--- config.mk ---
export PLATFORM = sky130hd
export DESIGN_NAME = vu_vmu_srq_arbiter
export DESIGN_NICKNAME = d
export VERILOG_FILES = /design/src/rtl/vu_vmu_srq_arbiter_pkg.sv /design/src/rtl/vu_vmu_srq_buf2.sv /design/src/rtl/vu_vmu_srq_arbiter.sv
export SDC_FILE = /design/constraint.sdc
export NUM_CORES = 1
export LEC_CHECK = 0
export BUFFER_PORTS_ARGS = -buffer_cell sky130_fd_sc_hd__buf_2
export CELL_PAD_IN_SITES_DETAIL_PLACEMENT = 1
export CELL_PAD_IN_SITES_GLOBAL_PLACEMENT = 2
export CORE_MARGIN = 4
export CORE_UTILIZATION = 30
export DETAILED_ROUTE_END_ITERATION = 12
export PLACE_DENSITY_LB_ADDON = 0.05
export SLEW_MARGIN = 30
export SYNTH_ARGS = -nofsm -noshare
export SYNTH_HDL_FRONTEND = slang
export SYNTH_SLANG_ARGS = --single-unit
--- constraint.sdc ---
create_clock -name clk -period 2.4 [get_ports clk]
set_input_delay 0 -clock clk [delete_from_list [all_inputs] [get_ports clk]]
set_output_delay 0 -clock clk [all_outputs]
set_load 0.02 [all_outputs]
--- src/rtl/vu_vmu_srq_arbiter_pkg.sv ---
// Shared field widths, packed request layout and arbiter state encodings
// for the vector memory unit store-request arbiter.
package vu_vmu_srq_arbiter_pkg;

    localparam int SRQ_ADDR_W  = 30;
    localparam int SRQ_TAG_W   = 12;
    localparam int SRQ_OP_W    = 4;
    localparam int SRQ_DATA_W  = 64;
    localparam int SRQ_WMASK_W = 8;
    localparam int SRQ_REQ_W   = SRQ_ADDR_W + SRQ_TAG_W + SRQ_OP_W + SRQ_DATA_W + SRQ_WMASK_W;

    localparam int OP_AMO_BIT = 3;

    localparam logic RR_VS = 1'b0;
    localparam logic RR_UT = 1'b1;

    typedef struct packed {
        logic [SRQ_ADDR_W-1:0]  addr;
        logic [SRQ_TAG_W-1:0]   tag;
        logic [SRQ_OP_W-1:0]    op;
        logic [SRQ_DATA_W-1:0]  data;
        logic [SRQ_WMASK_W-1:0] wmask;
    } srq_req_t;

    typedef enum logic [1:0] {
        ARB_IDLE    = 2'd0,
        ARB_LOCK_VS = 2'd1,
        ARB_LOCK_UT = 2'd2
    } arb_state_e;

    function automatic logic is_amo(input logic [SRQ_OP_W-1:0] op);
        return op[OP_AMO_BIT];
    endfunction

endpackage

--- src/rtl/vu_vmu_srq_buf2.sv ---
// Two-entry FIFO of packed store requests; enq_rdy depends only on the
// registered occupancy so the memory side never reaches the producers.
module vu_vmu_srq_buf2
    import vu_vmu_srq_arbiter_pkg::*;
#(
    parameter int unsigned DEPTH = 2
) (
    input  logic                 clk,
    input  logic                 reset_n,
    input  logic                 enq_val_i,
    output logic                 enq_rdy_o,
    input  logic [SRQ_REQ_W-1:0] enq_bits_i,
    output logic                 deq_val_o,
    input  logic                 deq_rdy_i,
    output logic [SRQ_REQ_W-1:0] deq_bits_o
);

    localparam logic [1:0] FULL_CNT = 2'(DEPTH);

    logic [SRQ_REQ_W-1:0] mem_q [2];
    logic [1:0]           count_q;
    logic                 wr_ptr_q;
    logic                 rd_ptr_q;
    logic                 enq;
    logic                 deq;

    assign enq_rdy_o  = (count_q < FULL_CNT);
    assign deq_val_o  = (count_q != 2'd0);
    assign enq        = enq_val_i & enq_rdy_o;
    assign deq        = deq_val_o & deq_rdy_i;
    assign deq_bits_o = mem_q[rd_ptr_q];

    // Storage is cleared on reset so the request outputs read zero while held.
    always_ff @(posedge clk or negedge reset_n) begin
        if (!reset_n) begin
            mem_q[0] <= '0;
            mem_q[1] <= '0;
            count_q  <= 2'd0;
            wr_ptr_q <= 1'b0;
            rd_ptr_q <= 1'b0;
        end else begin
            if (enq) begin
                mem_q[wr_ptr_q] <= enq_bits_i;
                wr_ptr_q        <= ~wr_ptr_q;
            end
            if (deq) begin
                rd_ptr_q <= ~rd_ptr_q;
            end
            case ({enq, deq})
                2'b10:   count_q <= count_q + 2'd1;
                2'b01:   count_q <= count_q - 2'd1;
                default: count_q <= count_q;
            endcase
        end
    end

endmodule

--- src/rtl/vu_vmu_srq_arbiter.sv ---
// Round-robin store-request arbiter between the vector store and UT store/AMO
// producers, with burst locking and a registered 2-entry output buffer.
module vu_vmu_srq_arbiter
    import vu_vmu_srq_arbiter_pkg::*;
#(
    parameter int unsigned BURST_MAX = 8,
    parameter int unsigned BUF_DEPTH = 2
) (
    input  logic        clk,
    input  logic        reset_n,

    input  logic [29:0] vs_addr_bits,
    input  logic [11:0] vs_tag_bits,
    input  logic [3:0]  vs_op_bits,
    input  logic [63:0] vs_data_bits,
    input  logic [7:0]  vs_wmask_bits,
    input  logic        vs_val,
    output logic        vs_rdy,

    input  logic [29:0] ut_addr_bits,
    input  logic [11:0] ut_tag_bits,
    input  logic [3:0]  ut_op_bits,
    input  logic [63:0] ut_data_bits,
    input  logic [7:0]  ut_wmask_bits,
    input  logic        ut_val,
    output logic        ut_rdy,

    output logic [29:0] srq_addr_bits,
    output logic [11:0] srq_tag_bits,
    output logic [3:0]  srq_op_bits,
    output logic [63:0] srq_data_bits,
    output logic [7:0]  srq_wmask_bits,
    output logic        srq_val,
    input  logic        srq_rdy,

    output logic        arb_busy
);

    localparam logic [7:0] BURST_LAST  = 8'(BURST_MAX);
    localparam logic       SINGLE_BEAT = (BURST_MAX == 1);

    arb_state_e state_q;
    logic       rr_ptr_q;
    logic [7:0] burst_cnt_q;
    logic       live_q;

    srq_req_t   vs_req;
    srq_req_t   ut_req;
    srq_req_t   enq_req;
    srq_req_t   head_req;

    logic       space;
    logic       grant_vs;
    logic       grant_ut;
    logic       acc_vs;
    logic       acc_ut;
    logic       acc;
    logic       acc_amo;
    logic       owner_ut;
    logic       owner_val;
    logic       other_val;
    logic [7:0] cnt_inc;

    assign vs_req  = '{addr: vs_addr_bits, tag: vs_tag_bits, op: vs_op_bits,
                       data: vs_data_bits, wmask: vs_wmask_bits};
    assign ut_req  = '{addr: ut_addr_bits, tag: ut_tag_bits, op: ut_op_bits,
                       data: ut_data_bits, wmask: ut_wmask_bits};

    always_comb begin
        grant_vs = 1'b0;
        grant_ut = 1'b0;
        case (state_q)
            ARB_IDLE: begin
                grant_vs = vs_val & (~ut_val | (rr_ptr_q == RR_VS));
                grant_ut = ut_val & (~vs_val | (rr_ptr_q == RR_UT));
            end
            ARB_LOCK_VS: grant_vs = vs_val;
            ARB_LOCK_UT: grant_ut = ut_val;
            default: ;
        endcase
    end

    // live_q keeps both rdys low until the first edge after reset release.
    assign vs_rdy    = grant_vs & space & live_q;
    assign ut_rdy    = grant_ut & space & live_q;
    assign acc_vs    = vs_val & vs_rdy;
    assign acc_ut    = ut_val & ut_rdy;
    assign acc       = acc_vs | acc_ut;
    assign enq_req   = acc_ut ? ut_req : vs_req;
    assign acc_amo   = is_amo(enq_req.op);
    assign owner_ut  = (state_q == ARB_LOCK_UT);
    assign owner_val = owner_ut ? ut_val : vs_val;
    assign other_val = owner_ut ? vs_val : ut_val;
    assign cnt_inc   = burst_cnt_q + 8'd1;

    always_ff @(posedge clk or negedge reset_n) begin
        if (!reset_n) begin
            state_q     <= ARB_IDLE;
            rr_ptr_q    <= RR_VS;
            burst_cnt_q <= 8'd0;
            live_q      <= 1'b0;
        end else begin
            live_q <= 1'b1;
            case (state_q)
                ARB_IDLE: begin
                    if (acc) begin
                        if (acc_amo || SINGLE_BEAT) begin
                            rr_ptr_q <= acc_ut ? RR_VS : RR_UT;
                        end else begin
                            state_q     <= acc_ut ? ARB_LOCK_UT : ARB_LOCK_VS;
                            burst_cnt_q <= 8'd1;
                        end
                    end
                end
                ARB_LOCK_VS, ARB_LOCK_UT: begin
                    if (!owner_val) begin
                        state_q     <= ARB_IDLE;
                        burst_cnt_q <= 8'd0;
                        if (other_val) begin
                            rr_ptr_q <= owner_ut ? RR_VS : RR_UT;
                        end
                    end else if (acc) begin
                        if (acc_amo || (cnt_inc == BURST_LAST)) begin
                            state_q     <= ARB_IDLE;
                            burst_cnt_q <= 8'd0;
                            rr_ptr_q    <= owner_ut ? RR_VS : RR_UT;
                        end else begin
                            burst_cnt_q <= cnt_inc;
                        end
                    end
                end
                default: begin
                    state_q     <= ARB_IDLE;
                    burst_cnt_q <= 8'd0;
                end
            endcase
        end
    end

    vu_vmu_srq_buf2 #(
        .DEPTH(BUF_DEPTH)
    ) u_buf (
        .clk        (clk),
        .reset_n    (reset_n),
        .enq_val_i  (acc),
        .enq_rdy_o  (space),
        .enq_bits_i (enq_req),
        .deq_val_o  (srq_val),
        .deq_rdy_i  (srq_rdy),
        .deq_bits_o (head_req)
    );

    assign srq_addr_bits  = head_req.addr;
    assign srq_tag_bits   = head_req.tag;
    assign srq_op_bits    = head_req.op;
    assign srq_data_bits  = head_req.data;
    assign srq_wmask_bits = head_req.wmask;

    assign arb_busy = srq_val | (state_q != ARB_IDLE) | vs_val | ut_val;

endmodule
==> out/summary.txt, run 1 <==
status: finished clean
io pins: 363
nets: 1,985
Initial Util: 30.62%
CP top delay family: multiplexers
initial antenna violation count: 0
Worst Path Class, Setup: flop to flop
drt first pass iters: 6
worst skew pair latency: 0.55 ns
first-pass GRT wire length: 65,890 um
slowest cell delay on critical path: 0.42 ns
Clock Path Buffers: 3
Synth async-reset ratio: 100.0%
drt total wl: 41,140 um
Port Buf Inserts: 362
max_slew headroom: 59.71%
Core Box Area: 38,920 sq um
endpoints failing setup: 0
root buf cell: clkbuf_16
RSZ-0062 raised after global routing: true
GRT Util Overall: 18.59%
leakage dissipation: 7.740 nW
vias in the first global route: 11,660
CP Launch Type: flop
Die ar.: 42,970 sq um
Psw: 0.009511 W
Crit-path slowest cell: mux2_2
Worst Tran Pin Value: 0.6023 ns
placed cells: 1,983
cell row count: 72
crit path max fanout: 7
grt ovf: 0
CTS tree: built
clk sink count: 252
Post-route DRC: 0
CP Capture Type: flop
Pins Over Slew Limit: 0
sequential share of the synthesized area: 52.92%
maximum VDD drop: 0.5936 mV
WP depth: 8
Final ANT Viol Nets: 0
cts bufs inserted: 30
Flop pwr share: 31.7%
switching share of power: 40.31%
Mapped Cells: 1,145
worst path required time: 2.83 ns
crit path DAT: 2.68 ns
clock share of power: 19.6%
final std cells w/o fill: 2,277
Final Hold Fails: 0
Antenna Cells: 0
routed len/inst: 18.07 um
cells on worst reg2reg path: 8
GPL Wtd Cong: 0.7501
Iter 0 DRT Violations: 343
Int Power: 0.01408 W
setup TNS: 0 ns
FMAX: 0.4432 GHz
Clock Skew: 0.01048 ns
MaxCap Viol Count: 0
Synth Cell Area: 11,920 sq um
Final min period: 2.256 ns
Netlist cell types: 42
number of flops mapped to enable cells by yosys: 0
Hold Path Class: input port to flop
setup repair bufs after CTS: 0
vias post-DR: 10,590
fill cell count: 4,333
share of the clock period used by the worst path: 94.01%
Area Growth Syn to Fin: 52.07%
largest net degree at the start of global routing: 69
H-Tree Depth: 1
Cell Pwr Density: 1302 nW/um^2
Avg Cell Area, Syn: 10.41 sq um
CP Cell Sequence: inv_1 -> ha_2 -> nor2_1 -> nor3_4 -> mux2_2 -> a211oi_4 -> a21oi_1 -> mux2_1
dpl hpwl: 26,330 um
layout cell share with drive strength beyond 1: 33.31%
ys flop type: dfrtp_1
Crit path buffers/inverters: 1
number of synthesized register bits: 252
Die Height: 207.3 um
syn_nets: 1,392
Hold Path Stages: 4
die width: 207.3 um
Yosys warnings: 0
combinational group share of total power: 48.7%
via/cell ratio: 4.651
clk slew on worst S/H paths: 0.06 ns
[worst paths after layout]
check	start	to	slack (ns)
min	ut_val	state_q[1]	0.05
max in group asynchronous	reset_n	u_buf.mem_q[197]	0.55
max	state_q[1]	rr_ptr_q	0.14
min reg2reg	u_buf.mem_q[128]	u_buf.mem_q[128]	0.52
max reg2reg	state_q[1]	rr_ptr_q	0.14
min in group asynchronous	reset_n	u_buf.mem_q[79]	0.50
[cell usage in the layout (no fill, tap or decap), types with 5 or more instances in the layout]
cell,netlist,routed
a21oi_1,243,242
a31oi_1,6,6
buf_12,0,21
buf_2,20,361
buf_4,3,17
clkbuf_1,54,7
clkbuf_16,0,31
clkbuf_8,0,9
dfrtp_1,252,251
dlygate4sd3_1,0,240
inv_1,5,5
mux2_2,120,120
mux2i_1,120,118
nand2_1,13,13
nor2_1,243,242
o21ai_0,5,5
[repair_timing]
item / in CTS / in global routing
gates cloned: 1 / 0
endpoints found under the setup margin: 1 / 66
gates resized for setup: 1 / 8
endpoints found under the hold margin: 490 / 0
hold buffers: 240 / 0
[layer usage]
metal	global-route usage (%)	part of all wire [%]
met5	0	0
met4	3.876	1.9
met3	4.488	5.8
met2	32.23	49
met1	23.79	43
[Yosys cell counts (3+ instances only)]
master    instances  area (sq um)
clkbuf_1         54         202.7
buf_1             5         18.77
buf_2            20         100.1
or3_1             4         25.02
buf_4             3         22.52
a21oi_1         243          1216
inv_1             5         18.77
mux2i_1         120          1201
a21o_1            3         22.52
ha_1              6         75.07
xnor2_1           4         35.03
mux2_2          120          1351
a31oi_1           6         37.54
nand2_1          13         48.80
dfrtp_1         252          6306
o21ai_1           4         20.02
nor2_1          243         912.1
o21ai_0           5         25.02
nand3_1           4         20.02
nand2b_1          3         18.77
[sequential cells by signal, summed over array words and instances (netlist names)]
signal and cells:
state_q 2, u_buf.count_q 2, rr_ptr_q 1, u_buf.rd_ptr_q 1, live_q 1, burst_cnt_q 8, u_buf.wr_ptr_q 1, u_buf.mem_q 236
[worst min-delay path, cell delays in order]
cell,delay (ns)
buf_2,0.15
nand3b_1,0.18
buf_4,0.16
o41ai_2,0.07
[area by class of cell]
class,count,area (sq um),share of cell area [%]
multi-input combinational,805,5290,29.19
tap,518,648.1,3.577
sequential,252,6310,34.82
clock buffer,47,925.9,5.110
clock inverter,6,80.08,0.4419
inverter,6,22.52,0.1243
timing repair buffer,643,4843,26.73
[power by group through the flow]
stage	combinational (W)	clock, W	sequential [W]
after floorplan	0.00755	0	0.00711
after global placement	0.0111	0	0.00750
after detailed placement	0.0112	0	0.00757
after CTS	0.0116	0.00477	0.00752
after global routing	0.0126	0.00497	0.00777
final	0.0115	0.00463	0.00749
[metrics by stage]
stage	total power (W)	worst slack (ns)	cell area [sq um]	hold WS (ns)	utilization, %
5_1_grt	0.02536	-0.01696	18120	0.06508	46.56
3_3_place_gp	0.01859	0.04814	14640	-0.009393	37.61
6_report	0.02359	0.1439	18120	0.04699	46.56
2_1_floorplan	0.01466	0.1699	11920	-0.2956	-
4_1_cts	0.02390	0.01450	18080	0.02451	46.47
3_5_place_dp	0.01878	0.05698	14640	-0.01250	37.61
[logic make-up (layout without fill, tap and decap cells)]
logic type / after synthesis / in the layout / share of synthesized area, %
flip-flops: 252 / 252 / 52.92
multiplexers: 241 / 241 / 21.52
adder cells (fa/ha/maj): 6 / 6 / 0.6300
buffers and inverters: 88 / 702 / 3.077
XOR/XNOR: 6 / 6 / 0.4410
other: 1 / 1 / 0.03147
AO/OA/AOI/OAI: 271 / 271 / 11.94
AND/OR/NAND/NOR: 280 / 280 / 9.440
(Power assumes the default switching activity.)
==> run 2, diff against run 1 <==
--- a/config.mk
+++ b/config.mk
@@ -8,7 +8,8 @@
 export BUFFER_PORTS_ARGS = -buffer_cell sky130_fd_sc_hd__buf_2
 export CELL_PAD_IN_SITES_DETAIL_PLACEMENT = 1
 export CELL_PAD_IN_SITES_GLOBAL_PLACEMENT = 2
-export CORE_MARGIN = 4
+export CORE_ASPECT_RATIO = 1.1
+export CORE_MARGIN = 3
 export CORE_UTILIZATION = 30
 export DETAILED_ROUTE_END_ITERATION = 12
 export PLACE_DENSITY_LB_ADDON = 0.05
==> run 2 against run 1 <==
- via count grew 1.3%
- global-route usage grew 0.66 points
- wire length shrank 1.1%
- critical endpoint is now u_buf.mem_q[193]
- highest routed layer unchanged
- worst setup slack gained 0.028 ns
- sequential share of layout area shrank 0.43 points
- sequential power shrank 1%
- utilization grew 0.90 points
- count of clock-buffer cells in the layout shrank 4
- flip-flop and latch count is the same
- combinational power is essentially flat
- non-clock buffer count grew 22
- critical path type unchanged
==> out/summary.txt, run 2 (synthesized netlist as in run 1, its figures left out) <==
combinational group share of total power: 48.4% (was 48.7%)
largest registers: u_buf.mem_q (236), burst_cnt_q (8) (unchanged)
Int Power: 0.01446 W (was 0.01408 W)
Final Hold Fails: 0 (unchanged)
endpoints failing setup: 0 (unchanged)
clk slew on worst S/H paths: 0.06 ns (about the same)
worst hold start: vs_op_bits[3] (was ut_val)
most flop-heavy register: u_buf.mem_q (unchanged)
Iter 0 DRT Violations: 331 (was 343)
vias post-DR: 10,720 (was 10,590)
GRT Util Overall: 19.25% (was 18.59%)
Final ANT Viol Nets: 0 (unchanged)
reg2reg end: u_buf.mem_q[193] (was rr_ptr_q)
grt ovf: 0 (unchanged)
crit path max fanout: 5 (was 7)
CP Launch Type: flop (unchanged)
Hold Path Stages: 4 (unchanged)
Hold Path Class: input port to flop (unchanged)
clock share of power: 20.8% (was 19.6%)
hold path endpoint: burst_cnt_q[7] (was state_q[1])
maximum VDD drop: 0.5940 mV (was 0.5936 mV)
Clock Path Buffers: 3 (unchanged)
Post-route DRC: 0 (unchanged)
RSZ-0062 raised after global routing: false (was true)
worst skew pair latency: 0.56 ns (was 0.55 ns)
die width: 196.0 um (was 207.3 um)
MaxCap Viol Count: 0 (unchanged)
clk sink count: 252 (unchanged)
commonest non-fill, non-tap cell in the layout: buf_2 (unchanged)
routed len/inst: 17.80 um (was 18.07 um)
Pins Over Slew Limit: 0 (unchanged)
largest net degree at the start of global routing: 79 (was 69)
drt total wl: 40,680 um (was 41,140 um)
max_slew headroom: 55.67% (was 59.71%)
Psw: 0.009543 W (was 0.009511 W)
nets: 2,007 (was 1,985)
drt first pass iters: 4 (was 6)
H-Tree Depth: 1 (unchanged)
CP Capture Type: flop (unchanged)
first-pass GRT wire length: 65,730 um (was 65,890 um)
Worst Path Class, Setup: flop to flop (unchanged)
worst path required time: 2.82 ns (was 2.83 ns)
most frequent cells in the layout: buf_2, dfrtp_1, a21oi_1 (was buf_2, dfrtp_1, a21oi_1, nor2_1, dlygate4sd3_1)
GPL Wtd Cong: 0.7652 (was 0.7501)
FMAX: 0.4489 GHz (was 0.4432 GHz)
crit path DAT: 2.65 ns (was 2.68 ns)
Cell Pwr Density: 1308 nW/um^2 (was 1302 nW/um^2)
share of the clock period used by the worst path: 92.82% (was 94.01%)
CTS tree: built (unchanged)
layout cell share with drive strength beyond 1: 34.30% (was 33.31%)
Flop pwr share: 30.7% (was 31.7%)
leakage dissipation: 7.889 nW (was 7.740 nW)
cells on worst reg2reg path: 8 (unchanged)
root buf cell: clkbuf_16 (unchanged)
post-layout utilization of the core: 47.46% (was 46.56%)
Area Growth Syn to Fin: 53.99% (was 52.07%)
vias in the first global route: 12,100 (was 11,660)
via/cell ratio: 4.693 (was 4.651)
Core Box Area: 38,660 sq um (was 38,920 sq um)
max reg flops: 236 (unchanged)
cts bufs inserted: 30 (unchanged)
initial antenna violation count: 1 (was 0)
dpl hpwl: 26,190 um (was 26,330 um)
cell row count: 75 (was 72)
status: finished clean (unchanged)
worst r2r src: state_q[1] (unchanged)
Worst Tran Pin Value: 0.6650 ns (was 0.6023 ns)
Clock Skew: 0.01181 ns (was 0.01048 ns)
io pins: 363 (unchanged)
setup TNS: 0 ns (unchanged)
r2r setup slk: 0.17 ns (was 0.14 ns)
Initial Util: 30.82% (was 30.62%)
Port Buf Inserts: 362 (unchanged)
switching share of power: 39.76% (was 40.31%)
Die Height: 215.0 um (was 207.3 um)
Die ar.: 42,150 sq um (was 42,970 sq um)
Final min period: 2.228 ns (was 2.256 ns)
-- run 2: critical path, stage by stage (launching register included) --
cell and delay (ns):
dfrtp_1 0.41, inv_1 0.09, ha_2 0.21, nor2_1 0.07, nor3_4 0.27, mux2i_1 0.26, buf_4 0.14, dlygate4sd3_1 0.57
a21oi_1 0.07
-- run 2: power by group through the flow --
stage	clock network, W	registers, W	logic (W)
2_1_floorplan	0	0.00711	0.00755
3_3_place_gp	0	0.00738	0.0112
3_5_place_dp	0	0.00747	0.0114
4_1_cts	0.00519	0.00740	0.0118
5_1_grt	0.00537	0.00769	0.0128
6_report	0.00500	0.00738	0.0116
-- run 2: layout make-up --
class,instances,area (sq um)
Tap cell,500,625.6
Antenna cell,1,2.502
Inverter,6,22.52
Timing Repair Buffer,665,5014
Clock inverter,13,198.9
Multi-Input combinational cell,805,5264
Fill cell,4349,20310
Sequential cell,252,6310
Clock buffer,43,910.9
-- run 2: metrics by stage --
stage / setup WS, ns / area, sq um / hold slack (ns) / total power [W] / cells
CTS: 0.03807 / 18340 / 0.02557 / 0.02440 / 2284
detailed placement: 0.1260 / 14770 / -0.02387 / 0.01885 / 1987
global placement: 0.1615 / 14770 / -0.03133 / 0.01863 / 1987
global route: 0.003807 / 18350 / 0.05779 / 0.02585 / 2285
floorplan: 0.1699 / 11920 / -0.2956 / 0.01466 / 1145
finish: 0.1723 / 18350 / 0.05854 / 0.02401 / 2285
-- run 2: how the worst max path moves through the flow --
| stage | startpoint | slack (ns) | depth (start not counted) | end |
|---|---|---|---|---|
| 2_1_floorplan | state_q[0] | 0.17 | 8 | rr_ptr_q |
| 3_3_place_gp | state_q[0] | 0.16 | 11 | burst_cnt_q[3] |
| 3_5_place_dp | state_q[1] | 0.13 | 8 | u_buf.mem_q[232] |
| 4_1_cts | state_q[1] | 0.04 | 7 | ut_rdy |
| 5_1_grt | burst_cnt_q[0] | 0.004 | 8 | state_q[1] |
| 6_report | state_q[1] | 0.17 | 8 | u_buf.mem_q[193] |
-- run 2: metal layers --
| metal | global-route usage [%] | routed length, um |
|---|---|---|
| met1 | 23.48 | 16970 |
| met2 | 33.75 | 20030 |
| met3 | 3.915 | 2230 |
| met4 | 6.751 | 1459 |
| met5 | 0 | 0 |
-- run 2: what timing repair did --
item	4_1_cts	5_1_grt
buffers inserted	0	0
hold buffers	240	0
gates cloned	1	0
endpoints found under the hold margin	491	0
resized for setup	1	3
endpoints found under the setup margin	1	13
==> run 3, diff against run 2 <==
--- a/config.mk
+++ b/config.mk
@@ -11,9 +11,10 @@
 export CORE_ASPECT_RATIO = 1.1
 export CORE_MARGIN = 3
 export CORE_UTILIZATION = 30
+export CTS_BUF_LIST = sky130_fd_sc_hd__clkbuf_4
 export DETAILED_ROUTE_END_ITERATION = 12
 export PLACE_DENSITY_LB_ADDON = 0.05
-export SLEW_MARGIN = 30
+export SLEW_MARGIN = 10
 export SYNTH_ARGS = -nofsm -noshare
 export SYNTH_HDL_FRONTEND = slang
 export SYNTH_SLANG_ARGS = --single-unit
==> run 3 against run 2 <==
- first-iteration DRC count up 8.2%
- clock power is 25% lower
- register-to-register slack worse by 0.02 ns
- highest routed layer unchanged
==> out/summary.txt, run 3 (synthesized netlist as in run 1, its figures left out) <==
worst hold margin: 0.1620 ns (was 0.05854 ns)
root buf cell: clkbuf_4 (was clkbuf_16)
Post-route DRC: 0 (unchanged)
largest registers: u_buf.mem_q (236), burst_cnt_q (8) (unchanged)
status: finished clean (unchanged)
Hold Path Stages: 4 (unchanged)
Iter 0 DRT Violations: 358 (was 331)
die width: 196.0 um (unchanged)
vias in the first global route: 12,450 (was 12,100)
CP Cell Sequence: inv_1 -> ha_2 -> nor3b_4 -> nor3_4 -> buf_4 -> mux2_2 -> a211oi_2 -> buf_4 -> a21oi_1 -> o31ai_1 (was inv_1 -> ha_2 -> nor2_1 -> nor3_4 -> mux2i_1 -> buf_4 -> dlygate4sd3_1 -> a21oi_1)
CP top delay family: compound AO/OA/AOI/OAI gates (was buffers and inverters)
worst skew pair latency: 0.71 ns (was 0.56 ns)
slowest cell delay on critical path: 0.38 ns (was 0.57 ns)
maximum VDD drop: 0.6872 mV (was 0.5940 mV)
switching share of power: 41.64% (was 39.76%)
RSZ-0062 raised after global routing: true (was false)
routed len/inst: 17.53 um (was 17.80 um)
grt ovf: 0 (unchanged)
vias post-DR: 10,980 (was 10,720)
Hold Path Class: input port to flop (unchanged)
FMAX: 0.4450 GHz (was 0.4489 GHz)
cell mode on critical path: buf_4
Die ar.: 42,150 sq um (unchanged)
most frequent cells in the layout: buf_2, dfrtp_1, a21oi_1, nor2_1, dlygate4sd3_1 (was buf_2, dfrtp_1, a21oi_1)
cts bufs inserted: 74 (was 30)
WP depth: 10 (was 8)
CP Launch Type: flop (unchanged)
Die Height: 215.0 um (unchanged)
most flop-heavy register: u_buf.mem_q (unchanged)
Psw: 0.009490 W (was 0.009543 W)
Crit-path slowest cell: dfrtp_1 (was dlygate4sd3_1)
drt first pass iters: 4 (unchanged)
Int Power: 0.01330 W (was 0.01446 W)
io pins: 363 (unchanged)
CTS tree: built (unchanged)
nets: 2,057 (was 2,007)
worst path required time: 2.99 ns (was 2.82 ns)
max reg flops: 236 (unchanged)
combinational group share of total power: 51.1% (was 48.4%)
layout cell share with drive strength beyond 1: 36.33% (was 34.30%)
cell row count: 75 (unchanged)
post-layout utilization of the core: 46.87% (was 47.46%)
clk sink count: 252 (unchanged)
via/cell ratio: 4.679 (was 4.693)
Port Buf Inserts: 362 (unchanged)
Seq. cell area: 6310 sq um (unchanged)
largest net degree at the start of global routing: 79 (unchanged)
Flop pwr share: 32.4% (was 30.7%)
Cell Pwr Density: 1257 nW/um^2 (was 1308 nW/um^2)
Final Hold Fails: 0 (unchanged)
leakage dissipation: 7.868 nW (was 7.889 nW)
cells on worst reg2reg path: 10 (was 8)
GPL Wtd Cong: 0.7652 (unchanged)
drt total wl: 41,140 um (was 40,680 um)
Pins Over Slew Limit: 0 (unchanged)
initial antenna violation count: 4 (was 1)
CP Capture Type: flop (unchanged)
GRT Util Overall: 19.79% (was 19.25%)
Clock Path Buffers: 3 (unchanged)
Area Growth Syn to Fin: 52.10% (was 53.99%)
MaxCap Viol Count: 0 (unchanged)
Clock Skew: 0.02941 ns (was 0.01181 ns)
Core Box Area: 38,660 sq um (unchanged)
Initial Util: 30.82% (unchanged)
commonest non-fill, non-tap cell in the layout: buf_2 (unchanged)
Final min period: 2.247 ns (was 2.228 ns)
Final ANT Viol Nets: 0 (unchanged)
Crit path buffers/inverters: 3 (unchanged)
fill cell count: 4,415 (was 4,349)
endpoints failing setup: 0 (unchanged)
Worst Path Class, Setup: flop to flop (unchanged)
H-Tree Depth: 3 (was 1)
crit path DAT: 2.84 ns (was 2.65 ns)
clk slew on worst S/H paths: 0.06 ns (about the same)
first-pass GRT wire length: 66,740 um (was 65,730 um)
clock share of power: 16.5% (was 20.8%)
dpl hpwl: 26,190 um (unchanged)
crit path max fanout: 5 (unchanged)
Multi-input gate area: 5274 sq um (was 5264 sq um)
share of the clock period used by the worst path: 93.64% (was 92.82%)
run 3: final timing paths:
path | from | endpoint | slack [ns]
min in group asynchronous | reset_n | u_buf.mem_q[69] | 0.51
hold reg to reg | u_buf.count_q[0] | u_buf.count_q[0] | 0.51
max in group asynchronous | reset_n | u_buf.mem_q[130] | 1.48
setup / recovery | state_q[0] | burst_cnt_q[0] | 0.15
hold / removal | vs_data_bits[53] | u_buf.mem_q[61] | 0.16
setup reg to reg | state_q[0] | burst_cnt_q[0] | 0.15
run 3: tightest hold or removal path: cells and delay by family:
kind / cells / cell delay (ns)
muxes: 1 / 0.07
buffers and inverters: 2 / 0.61
AOI/OAI and AO/OA: 1 / 0.14
run 3: layout make-up:
type                       count  share of cell area, %
antenna                        3                0.04142
clock buffer                 106                  4.391
clock inverter                 4                0.08285
inverter                       6                 0.1243
multi-input combinational    805                  29.10
sequential                   252                  34.82
tap                          500                  3.452
timing repair buffer         671                  27.99
run 3: layer usage:
layer	vias to the layer above	global-route usage [%]	part of all wire (%)
met5	-	0	0
met4	0	7.987	3.3
met3	72	5.309	6.5
met2	314	34.21	49
met1	5254	23.29	41
li1	5341	-	-
run 3: metrics by stage:
stage / setup slack, ns / area, sq um / setup TNS, ns / total power [W] / std cells
after floorplan: 0.1699 / 11920 / 0 / 0.01466 / 1145
after global placement: 0.1615 / 14770 / 0 / 0.01863 / 1987
after detailed placement: 0.1260 / 14770 / 0 / 0.01885 / 1987
after CTS: 0.02208 / 18080 / 0 / 0.02320 / 2342
after global routing: -0.01467 / 18120 / -0.04024 / 0.02472 / 2347
final: 0.1528 / 18120 / 0 / 0.02279 / 2347
run 3: power groups by stage:
stage                     combinational [W]  clock [W]  sequential (W)
after floorplan                     0.00755          0         0.00711
final                                0.0117    0.00376         0.00738
after detailed placement             0.0114          0         0.00747
after global placement               0.0112          0         0.00738
after global routing                 0.0128    0.00421         0.00769
after CTS                            0.0118    0.00397         0.00740
run 3: timing repair:
item	in CTS	in global routing
hold buffers	243	0
buffers inserted	1	2
cloned	1	0
setup endpoints to repair	1	5
pin swaps	1	0
resized for setup	4	4
hold endpoints to repair	503	0
